<file path="src/rtl/pixel_write_arbiter_if.sv">
// Pixel-request bus between the player/obstacle renderers, the arbiter and the VGA adapter.
// master drives requests and hold; slave is the arbiter.
interface pixel_write_arbiter_if #(
  parameter int nX          = 10,
  parameter int nY          = 9,
  parameter int COLOR_DEPTH = 9
);
  logic [nX-1:0]          p_x;
  logic [nY-1:0]          p_y;
  logic [COLOR_DEPTH-1:0] p_color;
  logic                   p_write;
  logic                   p_ready;

  logic [nX-1:0]          o_x;
  logic [nY-1:0]          o_y;
  logic [COLOR_DEPTH-1:0] o_color;
  logic                   o_write;
  logic                   o_ready;

  logic                   hold;

  logic [nX-1:0]          VGA_x;
  logic [nY-1:0]          VGA_y;
  logic [COLOR_DEPTH-1:0] VGA_color;
  logic                   VGA_write;
  logic [7:0]             p_drops;
  logic [7:0]             o_drops;

  modport master (
    output p_x, p_y, p_color, p_write,
    output o_x, o_y, o_color, o_write,
    output hold,
    input  p_ready, o_ready,
    input  VGA_x, VGA_y, VGA_color, VGA_write,
    input  p_drops, o_drops
  );

  modport slave (
    input  p_x, p_y, p_color, p_write,
    input  o_x, o_y, o_color, o_write,
    input  hold,
    output p_ready, o_ready,
    output VGA_x, VGA_y, VGA_color, VGA_write,
    output p_drops, o_drops
  );
endinterface

</file>
<file path="src/rtl/pixel_write_arbiter.sv">
// Two-source pixel write arbiter: per-source FIFOs, player priority with an obstacle
// anti-starvation streak, one registered VGA write per cycle.

module pwa_fifo #(
  parameter int W     = 28,
  parameter int DEPTH = 4,
  parameter int CW    = $clog2(DEPTH + 1)
) (
  input  logic          clk,
  input  logic          rst_n,
  input  logic          write,
  input  logic          pop,
  input  logic [W-1:0]  din,
  output logic [W-1:0]  head,
  output logic [CW-1:0] count,
  output logic          ready,
  output logic [7:0]    drops
);
  localparam int AW = $clog2(DEPTH);

  logic [W-1:0]  mem [DEPTH];
  logic [AW-1:0] wr_ptr, rd_ptr;
  logic          push, drop;

  // ready comes from the registered count only, so a same-cycle pop never frees a slot
  assign ready = (count < CW'(DEPTH));
  assign push  = write & ready;
  assign drop  = write & ~ready;
  assign head  = mem[rd_ptr];

  always_ff @(posedge clk)
    if (push) mem[wr_ptr] <= din;

  always_ff @(posedge clk or negedge rst_n) begin
    if (!rst_n) begin
      wr_ptr <= '0;
      rd_ptr <= '0;
      count  <= '0;
      drops  <= '0;
    end else begin
      if (push) wr_ptr <= wr_ptr + AW'(1);
      if (pop)  rd_ptr <= rd_ptr + AW'(1);
      count <= count + CW'(push) - CW'(pop);
      if (drop && drops != 8'hFF) drops <= drops + 8'd1;
    end
  end
endmodule

module pixel_write_arbiter #(
  parameter int nX          = 10,
  parameter int nY          = 9,
  parameter int COLOR_DEPTH = 9,
  parameter int DEPTH       = 4
) (
  input  logic                   Clock,
  input  logic                   Resetn,
  pixel_write_arbiter_if.slave   bus
);
  localparam int W       = nX + nY + COLOR_DEPTH;
  localparam int CW      = $clog2(DEPTH + 1);
  localparam int NUM_SRC = 2;
  localparam logic [3:0] STREAK_MAX = 4'd8;

  // lane 0 = player, lane 1 = obstacle
  logic [NUM_SRC-1:0][W-1:0]  din, head;
  logic [NUM_SRC-1:0][CW-1:0] cnt;
  logic [NUM_SRC-1:0][7:0]    drops;
  logic [NUM_SRC-1:0]         wr, rdy, ne, pop;
  logic [3:0]                 streak;
  logic [W-1:0]               vga_px;
  logic                       vga_write;

  assign din[0] = {bus.p_x, bus.p_y, bus.p_color};
  assign din[1] = {bus.o_x, bus.o_y, bus.o_color};
  assign wr     = {bus.o_write, bus.p_write};

  for (genvar g = 0; g < NUM_SRC; g++) begin : g_src
    pwa_fifo #(.W(W), .DEPTH(DEPTH), .CW(CW)) u_fifo (
      .clk   (Clock),
      .rst_n (Resetn),
      .write (wr[g]),
      .pop   (pop[g]),
      .din   (din[g]),
      .head  (head[g]),
      .count (cnt[g]),
      .ready (rdy[g]),
      .drops (drops[g])
    );
    assign ne[g] = (cnt[g] != '0);
  end

  assign bus.p_ready = rdy[0];
  assign bus.o_ready = rdy[1];
  assign bus.p_drops = drops[0];
  assign bus.o_drops = drops[1];

  // Player wins unless it is empty or has taken 8 grants in a row while obstacles waited
  always_comb begin
    pop = '0;
    if (!bus.hold) begin
      if (ne[1] && (streak == STREAK_MAX || !ne[0])) pop[1] = 1'b1;
      else if (ne[0])                                pop[0] = 1'b1;
    end
  end

  always_ff @(posedge Clock or negedge Resetn) begin
    if (!Resetn)               streak <= '0;
    else if (!ne[1] || pop[1]) streak <= '0;
    else if (pop[0])           streak <= streak + 4'd1;
  end

  always_ff @(posedge Clock or negedge Resetn) begin
    if (!Resetn) begin
      vga_px    <= '0;
      vga_write <= 1'b0;
    end else begin
      vga_write <= |pop;
      if (|pop) vga_px <= pop[1] ? head[1] : head[0];
    end
  end

  assign {bus.VGA_x, bus.VGA_y, bus.VGA_color} = vga_px;
  assign bus.VGA_write = vga_write;
endmodule

</file>
<file path="src/flat_wrapper.sv">
// flat-port wrapper written by rule: the top's interface ports become plain ports
module pixel_write_arbiter_flat 
#(
  parameter int nX          = 10,
  parameter int nY          = 9,
  parameter int COLOR_DEPTH = 9,
  parameter int DEPTH       = 4
)
  (Clock, Resetn, bus_p_x, bus_p_y, bus_p_color, bus_p_write, bus_o_x, bus_o_y, bus_o_color, bus_o_write, bus_hold, bus_p_ready, bus_o_ready, bus_VGA_x, bus_VGA_y, bus_VGA_color, bus_VGA_write, bus_p_drops, bus_o_drops);
  pixel_write_arbiter_if #(.nX(nX), .nY(nY), .COLOR_DEPTH(COLOR_DEPTH)) bus_i ();
  input  logic Clock;
  input  logic Resetn;
  input wire logic [$bits(bus_i.p_x)-1:0] bus_p_x;
  input wire logic [$bits(bus_i.p_y)-1:0] bus_p_y;
  input wire logic [$bits(bus_i.p_color)-1:0] bus_p_color;
  input wire logic [$bits(bus_i.p_write)-1:0] bus_p_write;
  input wire logic [$bits(bus_i.o_x)-1:0] bus_o_x;
  input wire logic [$bits(bus_i.o_y)-1:0] bus_o_y;
  input wire logic [$bits(bus_i.o_color)-1:0] bus_o_color;
  input wire logic [$bits(bus_i.o_write)-1:0] bus_o_write;
  input wire logic [$bits(bus_i.hold)-1:0] bus_hold;
  output wire logic [$bits(bus_i.p_ready)-1:0] bus_p_ready;
  output wire logic [$bits(bus_i.o_ready)-1:0] bus_o_ready;
  output wire logic [$bits(bus_i.VGA_x)-1:0] bus_VGA_x;
  output wire logic [$bits(bus_i.VGA_y)-1:0] bus_VGA_y;
  output wire logic [$bits(bus_i.VGA_color)-1:0] bus_VGA_color;
  output wire logic [$bits(bus_i.VGA_write)-1:0] bus_VGA_write;
  output wire logic [$bits(bus_i.p_drops)-1:0] bus_p_drops;
  output wire logic [$bits(bus_i.o_drops)-1:0] bus_o_drops;
  assign bus_i.p_x = bus_p_x;
  assign bus_i.p_y = bus_p_y;
  assign bus_i.p_color = bus_p_color;
  assign bus_i.p_write = bus_p_write;
  assign bus_i.o_x = bus_o_x;
  assign bus_i.o_y = bus_o_y;
  assign bus_i.o_color = bus_o_color;
  assign bus_i.o_write = bus_o_write;
  assign bus_i.hold = bus_hold;
  assign bus_p_ready = bus_i.p_ready;
  assign bus_o_ready = bus_i.o_ready;
  assign bus_VGA_x = bus_i.VGA_x;
  assign bus_VGA_y = bus_i.VGA_y;
  assign bus_VGA_color = bus_i.VGA_color;
  assign bus_VGA_write = bus_i.VGA_write;
  assign bus_p_drops = bus_i.p_drops;
  assign bus_o_drops = bus_i.o_drops;
  pixel_write_arbiter #(.nX(nX), .nY(nY), .COLOR_DEPTH(COLOR_DEPTH), .DEPTH(DEPTH)) u_core (.Clock(Clock), .Resetn(Resetn), .bus(bus_i));
endmodule
</file>
<file path="config.mk">
export PLATFORM = sky130hd
export DESIGN_NAME = pixel_write_arbiter_flat
export DESIGN_NICKNAME = d
export VERILOG_FILES = /design/src/rtl/pixel_write_arbiter_if.sv /design/src/rtl/pixel_write_arbiter.sv /design/src/flat_wrapper.sv
export SDC_FILE = /design/constraint.sdc
export NUM_CORES = 1
export LEC_CHECK = 0
export CORE_MARGIN = 5
export CORE_UTILIZATION = 30
export DETAILED_ROUTE_END_ITERATION = 7
export GPL_TIMING_DRIVEN = 0
export PLACE_DENSITY = 0.44
export SETUP_SLACK_MARGIN = 0.2
export SYNTH_ARGS = -nofsm -noshare
export SYNTH_HDL_FRONTEND = slang
export SYNTH_SLANG_ARGS = --single-unit
</file>
<file path="constraint.sdc">
create_clock -name Clock -period 6 [get_ports Clock]
set_input_delay 0.9 -clock Clock [delete_from_list [all_inputs] [get_ports Clock]]
set_output_delay 0.9 -clock Clock [all_outputs]
set_load 0.005 [all_outputs]
</file>
======== Word-level counts from Yosys, hierarchy flattened ========
Memory sizes are Yosys's and may differ from the RTL's.
Cells that the tools add are included.
word-level totals
  register bits ........................... 63
  RAM bits ................................ 224
  input bits .............................. 61
  output and inout bits ................... 47
  word-level logic and storage cells ...... 57
  memories kept ........................... 2
cells by class
  add/sub/neg operators ................... 11
  $lt $le $gt $ge ......................... 2
  equality and inequality tests ........... 3
  multiplexer cells ....................... 11
  bitwise gates (word level) .............. 6
  reductions and logical operators ........ 11
memories
  name                        words  bits a word  read ports  clocked after Yosys merged registers in  write ports  line                       RTL
  u_core.g_src[0].u_fifo.mem  4      28           1           0                                        1            pixel_write_arbiter.sv:21  logic [W-1:0] mem [DEPTH];
  u_core.g_src[1].u_fifo.mem  4      28           1           0                                        1            pixel_write_arbiter.sv:21
operator list
  operator                                                        count
  28-bit 2-to-1 mux                                               1
  8-bit by 1-bit adder with 8-bit output (second input constant)  2
  8-bit != test (second input constant)                           2
  2-bit by 1-bit adder with 2-bit output (second input constant)  4
  4-bit 2-to-1 mux                                                2
  1-bit 2-to-1 mux                                                7
  3-bit by 1-bit adder with 3-bit output                          2
  3-bit less-than comparator (second input constant)              2
  3-bit nonzero test                                              2
  3-bit by 1-bit subtractor with 3-bit output                     2
  4-bit by 1-bit adder with 4-bit output (second input constant)  1
  1-bit AND                                                       4
  4-bit equality test (second input constant)                     1
  1-bit logical AND                                               3
  1-bit logical NOT                                               2
  1-bit logical OR                                                2
  2-bit 2-to-1 mux                                                1
  1-bit NOT                                                       2
  2-bit nonzero test                                              1
  2-bit OR reduction                                              1

======== Depth between registers and ports, before layout ========
Gate-level depths: netlist of run 1.
  depth after elaboration ................. 8
  mapped depth ............................ 10
  mapped depth without buffers ............ 10

======== Hierarchy ========
Synthesis of run 1 repeated with hierarchy kept, for this count alone.
second synthesis, totals
  cell total of the unflattened synthesis .. 585
  area total of the unflattened synthesis .. 11239.5 um^2
by module, submodules not included
  module               instances  cells an instance  area an instance (um^2)  sequential area each (um^2)
  pwa_fifo             2          215                4820.9                   3738.6
  pixel_write_arbiter  1          155                1597.8                   825.8

======== Worst setup path before layout of run 1 ========
OpenSTA, ideal clock, no wires.
  path kind ............................... input-to-reg
  from .................................... input bus_hold
  to ...................................... register u_core.g_src[0].u_fifo.count[2]
  setup time .............................. 80 ps
  data arrival time ....................... 2476 ps
  required time ........................... 5920 ps
  path slack .............................. 3444 ps
  stages on the path ...................... 9
  buffers on the path ..................... 1
  cell sequence ........................... buf_2 > inv_1 > o211a_1 > ha_1 > inv_1 > ha_1 > fa_1 > xnor2_1 > xnor2_1
between the ends
  cells in the longest elaborated chain, start to end .. 2
ends and longest elaborated chain
  what                                         line                        RTL
  start, declared                              flat_wrapper.sv:21          input wire logic [$bits(bus_i.hold)-1:0] bus_hold;
  2-bit 2-to-1 mux                             pixel_write_arbiter.sv:100  if (!bus.hold) begin
  via u_core.g_src[0].u_fifo.pop               pixel_write_arbiter.sv:12   input logic pop,
  3-bit by 1-bit subtractor with 3-bit output  pixel_write_arbiter.sv:43   count <= count + CW'(push) - CW'(pop);
  end signal, assigned                         pixel_write_arbiter.sv:43
  end, declared                                pixel_write_arbiter.sv:15   output logic [CW-1:0] count,
The timed path passes the listed nets, and every way through them passes these cells.
A chain may end at the register's enable or synchronous reset.

======== Final worst setup path of run 1 ========
  from .................................... input bus_p_write
  to ...................................... register u_core.g_src[0].u_fifo.count[2]
between the ends
  cells in the longest elaborated chain, start to end .. 3
ends and longest elaborated chain
  what                                         line                       RTL
  start, declared                              flat_wrapper.sv:16         input wire logic [$bits(bus_i.p_write)-1:0] bus_p_write;
  1-bit AND                                    pixel_write_arbiter.sv:27  assign push = write & ready;
  3-bit by 1-bit adder with 3-bit output       pixel_write_arbiter.sv:43
  3-bit by 1-bit subtractor with 3-bit output  pixel_write_arbiter.sv:43
Every way passes these cells.

==> parameters.txt, run 1 <==
Parameter                              Value

Drt
  Detail-routed net length per standard cell ... 21.00 µm
  DR vias ... 5707
  DRC marker count from the first detailed-route iteration ... ~240
  Wirelength, routed ... ~26000 µm
  Final antenna-violating net count ... 0
  Via-per-instance ratio ... ~4.7
  Drt first pass iters ... 4
  Post-route DRC ... 0

Status
  Run status ... finished clean

Logic synthesis
  Cell area after synthesis ... 11120 µm²
  YS warnings ... 0
  Fraction of registers with async set or reset after synthesis ... 21.95%
  Simple-Gate Fraction of Synth Area ... around 3.3%
  Mean instance size in the synthesized netlist ... 19.34 µm²
  Count of flip-flops with a built-in enable after synthesis ... ~220
  Net Count, Synth ... 654
  Yosys reg bits ... around 290
  Number of standard cells after synthesis ... 575
  Multiplexer share of the synthesized area ... between 10 and 15%
  Adder and majority gate portion of the synthesized area ... under 10%
  Most common flop cell mapped by yosys ... sky130_fd_sc_hd__edfxtp_1
  Seq/Total Area, Yosys ... 74.65%
  Largest family of logic cells by synthesized area ... multiplexers
  Unique masters post-synth ... 37
  Complex-gate fraction of the synthesized area ... approximately 2.2%
  Xor/xnor cell area share of the yosys netlist ... 1.890%

GRT
  Via count of the first global-routing pass ... roughly 6400
  Initial antenna violation count ... 2
  Overall Global Routing Usage ... 12.61%
  Maximum number of pins on one net before global-route repair ... 64
  Wire length of the first global-routing pass ... 39380 µm
  Remaining global-route overflow ... 0

CTS
  Count of hold-fix buffers inserted at cts ... 0
  Quantity of gates resized following cts ... 0
  Number of levels the H-tree was split into ... 2
  Post-CTS Repair Setup Buffers ... 0
  Clock transition at the registers of the reported paths ... roughly 60 ps
  CTS Buf Count ... 34
  Number of sinks handled by clock tree synthesis ... 287
  CTS Root Buffer Type ... sky130_fd_sc_hd__clkbuf_16
  Clock tree from TritonCTS ... built
  Clock latency at the later pin of the worst-skew pair ... slightly above 500 ps
  Bufs on Longest Clock Path ... 3

Die
  Die width ... 202.5 µm
  Number of rows in the core area ... 70
  Core ar. ... between 30000 and 40000 µm²
  Die outline area ... 41020 µm²
  Die Y-Extent ... about 200 µm
  Number of ports placed on the die boundary ... about 110
  Initial core utilization ... 30.38%

STA
  Final setup TNS ... 0 ps
  Hold slack ... 514.1 ps
  Max Clk Rate ... 362.2 MHz
  Min Clock Period, post-route ... 2761 ps
  Final Cycle Share ... 46.01%
  Final hold vios ... 0
  Actual slew at the worst max-slew pin ... 996.7 ps
  Final-report max-slew violation count ... 0
  Final setup violation count ... 0
  Unrepaired setup endpoints after global routing ... no
  Worst-case clock skew ... between 10 and 15 ps
  Final Worst Setup Slack ... 3239 ps
  Worst relative slew slack ... roughly 34%

Setup path
  Reg2reg path depth ... 9
  Crit Path Category ... input pin to register
  Required time worst endpoint ... 6420 ps
  Reg-to-reg setup timing slack ... 3250 ps
  Startpoint class of the critical path ... input pin
  Kind of end point of the critical path ... register
  Reg2reg end ... u_core.g_src[1].u_fifo.count[2]$_DFF_PN0_
  Critical Path Fanout Max ... 8
  Worst endpoint data arrival time ... 3180 ps
  Critical register-to-register path startpoint ... u_core.g_src[0].u_fifo.count[2]$_DFF_PN0_

Placement
  DP Worst Slack ... 2725 ps
  Placed wire-length estimate after detailed placement ... 16860 µm
  Placer Congestion ... 0.7568
  Count of input and output buffers ... 106

Min path
  Hold depth ... 1
  Hold/Removal Path Class ... register to register
  Hold-critical path endpoint ... u_core.g_src[0].u_fifo.drops[6]$_DFFE_PN0P_
  Source of the worst hold timing path ... u_core.g_src[0].u_fifo.drops[6]$_DFFE_PN0P_

Pwr
  Leak ... 4.760 nW
  Total power per unit cell area ... 470.4 nW/µm²
  Max rail drop VDD ... 0.0001931 V

Final layout
  Fin util ... 38.17%
  Filler Cell Count ... 3383
  Area used by sequential logic in the layout ... 8303 µm²
  Net count reported at finish ... approximately 800
  Area of the multi-input gates ... between 2000 and 3000 µm²
  Fraction of layout cells with a size suffix above 1 ... 17.78%
  Final antenna diode count ... 0
  Synthesis-to-layout area growth ... 25.65%

Flow run
  Max capacitance violation total ... 0
==> placed cells by master (no fill, tap or decap), types with 3 or more instances in the layout <==
cell,instances
sky130_fd_sc_hd__buf_2,6
sky130_fd_sc_hd__mux4_2,56
sky130_fd_sc_hd__buf_12,3
sky130_fd_sc_hd__clkinv_1,3
sky130_fd_sc_hd__a21oi_1,31
sky130_fd_sc_hd__clkbuf_16,34
sky130_fd_sc_hd__xor2_1,7
sky130_fd_sc_hd__edfxtp_1,224
sky130_fd_sc_hd__buf_1,3
sky130_fd_sc_hd__and2_2,9
sky130_fd_sc_hd__buf_16,3
sky130_fd_sc_hd__inv_6,3
sky130_fd_sc_hd__xnor2_1,17
sky130_fd_sc_hd__o21ai_0,3
sky130_fd_sc_hd__mux2i_1,28
sky130_fd_sc_hd__clkinv_2,4
sky130_fd_sc_hd__clkbuf_1,24
sky130_fd_sc_hd__ha_1,16
sky130_fd_sc_hd__inv_1,19
sky130_fd_sc_hd__nand3_1,7
sky130_fd_sc_hd__dfrtp_1,63
sky130_fd_sc_hd__clkdlybuf4s50_1,105
sky130_fd_sc_hd__nor2_1,29
sky130_fd_sc_hd__nand2_1,13
sky130_fd_sc_hd__nand4_1,4
sky130_fd_sc_hd__buf_6,3
sky130_fd_sc_hd__nor3_1,3
==> through the flow <==
step	area, µm²	power (mW)	instances
finish	13970	6.574	1216
global route	13970	6.969	1216
CTS	13970	6.726	1216
detailed placement	12920	4.746	1155
global placement	12770	4.642	1149
floorplan	11120	3.890	575
==> worst max-delay path, cell delays in order <==
cell and delay, ps:
sky130_fd_sc_hd__clkdlybuf4s50_1 520, sky130_fd_sc_hd__and2b_2 160, sky130_fd_sc_hd__clkbuf_1 300, sky130_fd_sc_hd__inv_1 90, sky130_fd_sc_hd__ha_1 290, sky130_fd_sc_hd__inv_1 40, sky130_fd_sc_hd__ha_1 180, sky130_fd_sc_hd__fa_1 370
sky130_fd_sc_hd__xnor2_1 190, sky130_fd_sc_hd__xnor2_1 140
==> report_power, final <==
| group | internal, mW | switching (mW) |
|---|---|---|
| Combinational | 0.956 | 0.893 |
| Sequential | 2.58 | 0.213 |
| Clock | 1.16 | 0.778 |
==> sequential cells by signal, indices dropped and copies added, names as in the netlist <==
name / count
u_core.g_src.u_fifo.mem: 224
u_core.vga_px: 28
u_core.g_src.u_fifo.drops: 16
u_core.g_src.u_fifo.count: 6
u_core.g_src.u_fifo.rd_ptr: 4
u_core.g_src.u_fifo.wr_ptr: 4
u_core.streak: 4
u_core.bus.VGA_write: 1
==> area by class of cell <==
class,count,share of cell area [%]
Buffer,24,0.8595
Multi-Input combinational cell,245,18.90
Tap cell,468,4.190
Inverter,19,0.5103
Sequential cell,287,59.41
Clock inverter,14,1.021
Timing Repair Buffer,112,8.595
Clock buffer,47,6.509
==> worst max path at each step <==
stage | start | end | slack (ps)
floorplan | bus_hold | u_core.g_src[0].u_fifo.count[2]$_DFF_PN0_ | 3440
detailed placement | bus_p_write | u_core.g_src[0].u_fifo.count[2]$_DFF_PN0_ | 2730
global placement | Resetn | u_core.vga_px[15]$_DFFE_PN0P_ | 1640
CTS | u_core.g_src[0].u_fifo.count[2]$_DFF_PN0_ | u_core.g_src[1].u_fifo.count[2]$_DFF_PN0_ | 3200
finish | bus_p_write | u_core.g_src[0].u_fifo.count[2]$_DFF_PN0_ | 3240
global route | u_core.g_src[0].u_fifo.count[2]$_DFF_PN0_ | u_core.g_src[1].u_fifo.count[2]$_DFF_PN0_ | 3090
==> cell families after synthesis <==
| group | after synthesis |
|---|---|
| adders and majority gates | 18 |
| and+or+nand+nor | 75 |
| DFF | 287 |
| muxes | 86 |
| AOI/OAI and AO/OA | 42 |
| buffers and inverters | 43 |
| xor gates and xnor gates | 24 |
==> cells in the mapped netlist (all sizes together) (2+ instances only) <==
| cell type | instances | area, µm² |
|---|---|---|
| xor2 | 7 | 61.31 |
| nor3 | 4 | 25.02 |
| o21ai | 3 | 15.01 |
| a21oi | 32 | 160.2 |
| and2 | 9 | 57.56 |
| and3 | 2 | 12.51 |
| a41oi | 2 | 17.52 |
| dfrtp | 63 | 1577 |
| ha | 16 | 200.2 |
| mux4 | 56 | 1261 |
| nor2 | 29 | 108.9 |
| and4 | 2 | 17.52 |
| edfxtp | 224 | 6726 |
| inv | 19 | 71.32 |
| mux2 | 2 | 22.52 |
| nand2 | 13 | 48.80 |
| mux2i | 28 | 280.3 |
| fa | 2 | 40.04 |
| nand4 | 4 | 25.02 |
| xnor2 | 17 | 148.9 |
| buf | 12 | 75.07 |
| clkbuf | 12 | 45.04 |
| nand3 | 7 | 35.03 |
==> layer usage <==
metal	GRT usage, %	vias up	wire length, µm
li1	-	2550	-
met1	16.68	2970	11390
met5	0	-	27
met4	3.249	4	520
met2	21.26	138	12350
met3	2.811	45	1241
Power figures use the tool's default switching activity.
==> run 2: changes to the inputs <==
Clock period 6 ns to 2.81 ns, I/O delays scaled along.
==> parameters.txt, run 2 (synthesized netlist as in run 1, its figures left out) <==
Parameter                              Value

Setup path
  Family of cells with the greatest summed delay on the critical path ... adder cells
  CP max stage delay ... between 400 and 500 ps
  Required time worst endpoint ... 3230 ps
  Crit Path Category ... register to register
  Start point of the critical path ... u_core.streak[0]$_DFFE_PN0P_
  Crit path max-delay cell type ... sky130_fd_sc_hd__dfrtp_1
  Critical register-to-register path startpoint ... u_core.streak[0]$_DFFE_PN0P_
  Worst endpoint data arrival time ... 2960 ps
  Kind of end point of the critical path ... register
  Cell repeated most along the worst path ... sky130_fd_sc_hd__ha_1
  Critical Path Fanout Max ... 5
  Startpoint class of the critical path ... register
  Buffer and inverter count on the worst path ... 2
  Crit path cell chain ... inv_1 -> ha_1 -> nand3b_1 -> o211a_4 -> ha_1 -> inv_1 -> ha_1 -> fa_1 -> xnor2_1 -> xnor2_1

Final layout
  Post-route cell area ... around 14000 µm²
  Flip-flop count of the largest register after layout ... between 200 and 250
  Largest register by flop count ... u_core.g_src.u_fifo.mem
  Top Registers ... u_core.g_src.u_fifo.mem x224, u_core.vga_px x28, u_core.g_src.u_fifo.drops x16
  Most frequent standard cell in the layout excluding fill and tap cells ... sky130_fd_sc_hd__edfxtp_1
  Final antenna diode count ... 0
  Most used cells in the layout excluding fill and tap cells ... sky130_fd_sc_hd__edfxtp_1 (224), sky130_fd_sc_hd__clkdlybuf4s50_1 (105), sky130_fd_sc_hd__dfrtp_1 (62), sky130_fd_sc_hd__mux4_2 (56), sky130_fd_sc_hd__clkbuf_16 (34)
  Synthesis-to-layout area growth ... 25.93%
  Fin util ... a little under two fifths
  Net count reported at finish ... 805
  Fraction of layout cells with a size suffix above 1 ... 18.38%

Pwr
  Leak ... 4.769 nW
  Total power per unit cell area ... 1003 nW/µm²
  Max rail drop VDD ... 0.0004110 V

Placement
  Count of input and output buffers ... 106
  Placed cell areas ... 12920 µm²
  Placer Congestion ... ~0.76
  Placed wire-length estimate after detailed placement ... 16860 µm

Drt
  Via-per-instance ratio ... 4.680
  DR vias ... 5705
  Post-route DRC ... 0
  Detail-routed net length per standard cell ... 20.95 µm
  DRC marker count from the first detailed-route iteration ... 220
  Final antenna-violating net count ... 0
  Wirelength, routed ... 25530 µm
  Drt first pass iters ... 4

STA
  Final setup violation count ... 0
  Actual slew at the worst max-slew pin ... 1008 ps
  Final hold vios ... 0
  Worst-case clock skew ... between 10 and 15 ps
  Final Cycle Share ... 90.60%
  Max Clk Rate ... around 390 MHz
  Final-report max-slew violation count ... 0
  Worst relative slew slack ... 32.81%
  Unrepaired setup endpoints after global routing ... yes
  Min Clock Period, post-route ... 2546 ps

Die
  Die outline area ... 41020 µm²
  Die width ... 202.5 µm
  Die Y-Extent ... 202.5 µm
  Core ar. ... 36610 µm²
  Number of ports placed on the die boundary ... 108
  Initial core utilization ... between 30% and 40%
  Number of rows in the core area ... 70

GRT
  Wire length of the first global-routing pass ... 39420 µm
  Remaining global-route overflow ... 0
  Overall Global Routing Usage ... 12.63%
  Maximum number of pins on one net before global-route repair ... 64
  Initial antenna violation count ... 2
  Via count of the first global-routing pass ... 6435

CTS
  Number of sinks handled by clock tree synthesis ... about 290
  Clock transition at the registers of the reported paths ... 60 ps
  Clock tree from TritonCTS ... built
  CTS Buf Count ... 34
  Number of levels the H-tree was split into ... 2
  Clock latency at the later pin of the worst-skew pair ... just over 500 ps
  CTS Root Buffer Type ... sky130_fd_sc_hd__clkbuf_16
  Bufs on Longest Clock Path ... 3

Flow run
  Max capacitance violation total ... 0

Status
  Run status ... finished clean

Min path
  Hold/Removal Path Class ... input pin to async pin
==> run 2: per-stage QoR <==
stage	setup WS [ps]	std cells	total power, mW	hold WS (ps)	setup TNS (ps)
floorplan	435.8	575	8.306	125.9	0
global placement	-1068	1149	9.913	474.9	-156150
detailed placement	13.91	1155	10.13	512.8	0
CTS	215.9	1217	14.37	81.28	0
global route	151.0	1219	14.91	111.6	0
finish	264.2	1219	14.05	43.94	0
==> run 2: metal layers <==
layer	routed length, µm	vias to the layer above	track usage, %
li1	-	2558	-
met1	11270	2961	16.78
met2	12420	138	21.22
met3	1310	44	2.811
met4	506	4	3.249
met5	27	-	0
==> run 2: repair_timing <==
action	CTS	global route
buffers inserted	1	2
hold buffers	0	0
pin swaps	1	0
setup endpoints to repair	3	2
resized for setup	1	2
==> run 2: final timing paths <==
| check | slack [ps] | endpoint | cells after the start |
|---|---|---|---|
| setup / recovery | 260 | u_core.g_src[0].u_fifo.count[2]$_DFF_PN0_ | 10 |
| hold / removal | 40 | u_core.g_src[0].u_fifo.drops[4]$_DFFE_PN0P_ | 1 |
| setup reg to reg | 260 | u_core.g_src[0].u_fifo.count[2]$_DFF_PN0_ | 10 |
| hold reg to reg | 510 | u_core.g_src[0].u_fifo.drops[6]$_DFFE_PN0P_ | 1 |
| max in group asynchronous | 2140 | u_core.g_src[0].u_fifo.count[2]$_DFF_PN0_ | 1 |
| min in group Clock | 250 | u_core.streak[1]$_DFFE_PN0P_ | 3 |
==> run 2: layout make-up <==
class | instances | area [µm²]
Clock inverter | 14 | 142.6
Tap cell | 468 | 585.6
Buffer | 24 | 120.1
Fill cell | 3382 | 22600
Clock buffer | 47 | 909.6
Timing Repair Buffer | 115 | 1224
Inverter | 19 | 71.32
Multi-Input combinational cell | 245 | 2649
Sequential cell | 287 | 8304
==> run 2: worst register-to-register path: cells and delay by family (launching register included) <==
family | cells | cell delay, ps
adder cells (fa/ha/maj) | 4 | 1000
flip-flops | 1 | 430
XOR/XNOR | 2 | 330
AO/OA/AOI/OAI | 1 | 340
buffers and inverters | 2 | 160
AND/OR/NAND/NOR | 1 | 200
==> run 2: power by group <==
group / internal, mW / leakage [nW] / total, mW / switching, mW
clock: 2.47 / 0.514 / 4.12 / 1.66
combinational: 2.05 / 1.48 / 3.97 / 1.91
sequential: 5.51 / 2.78 / 5.96 / 0.452
total: 10.0 / 4.77 / 14.0 / 4.02
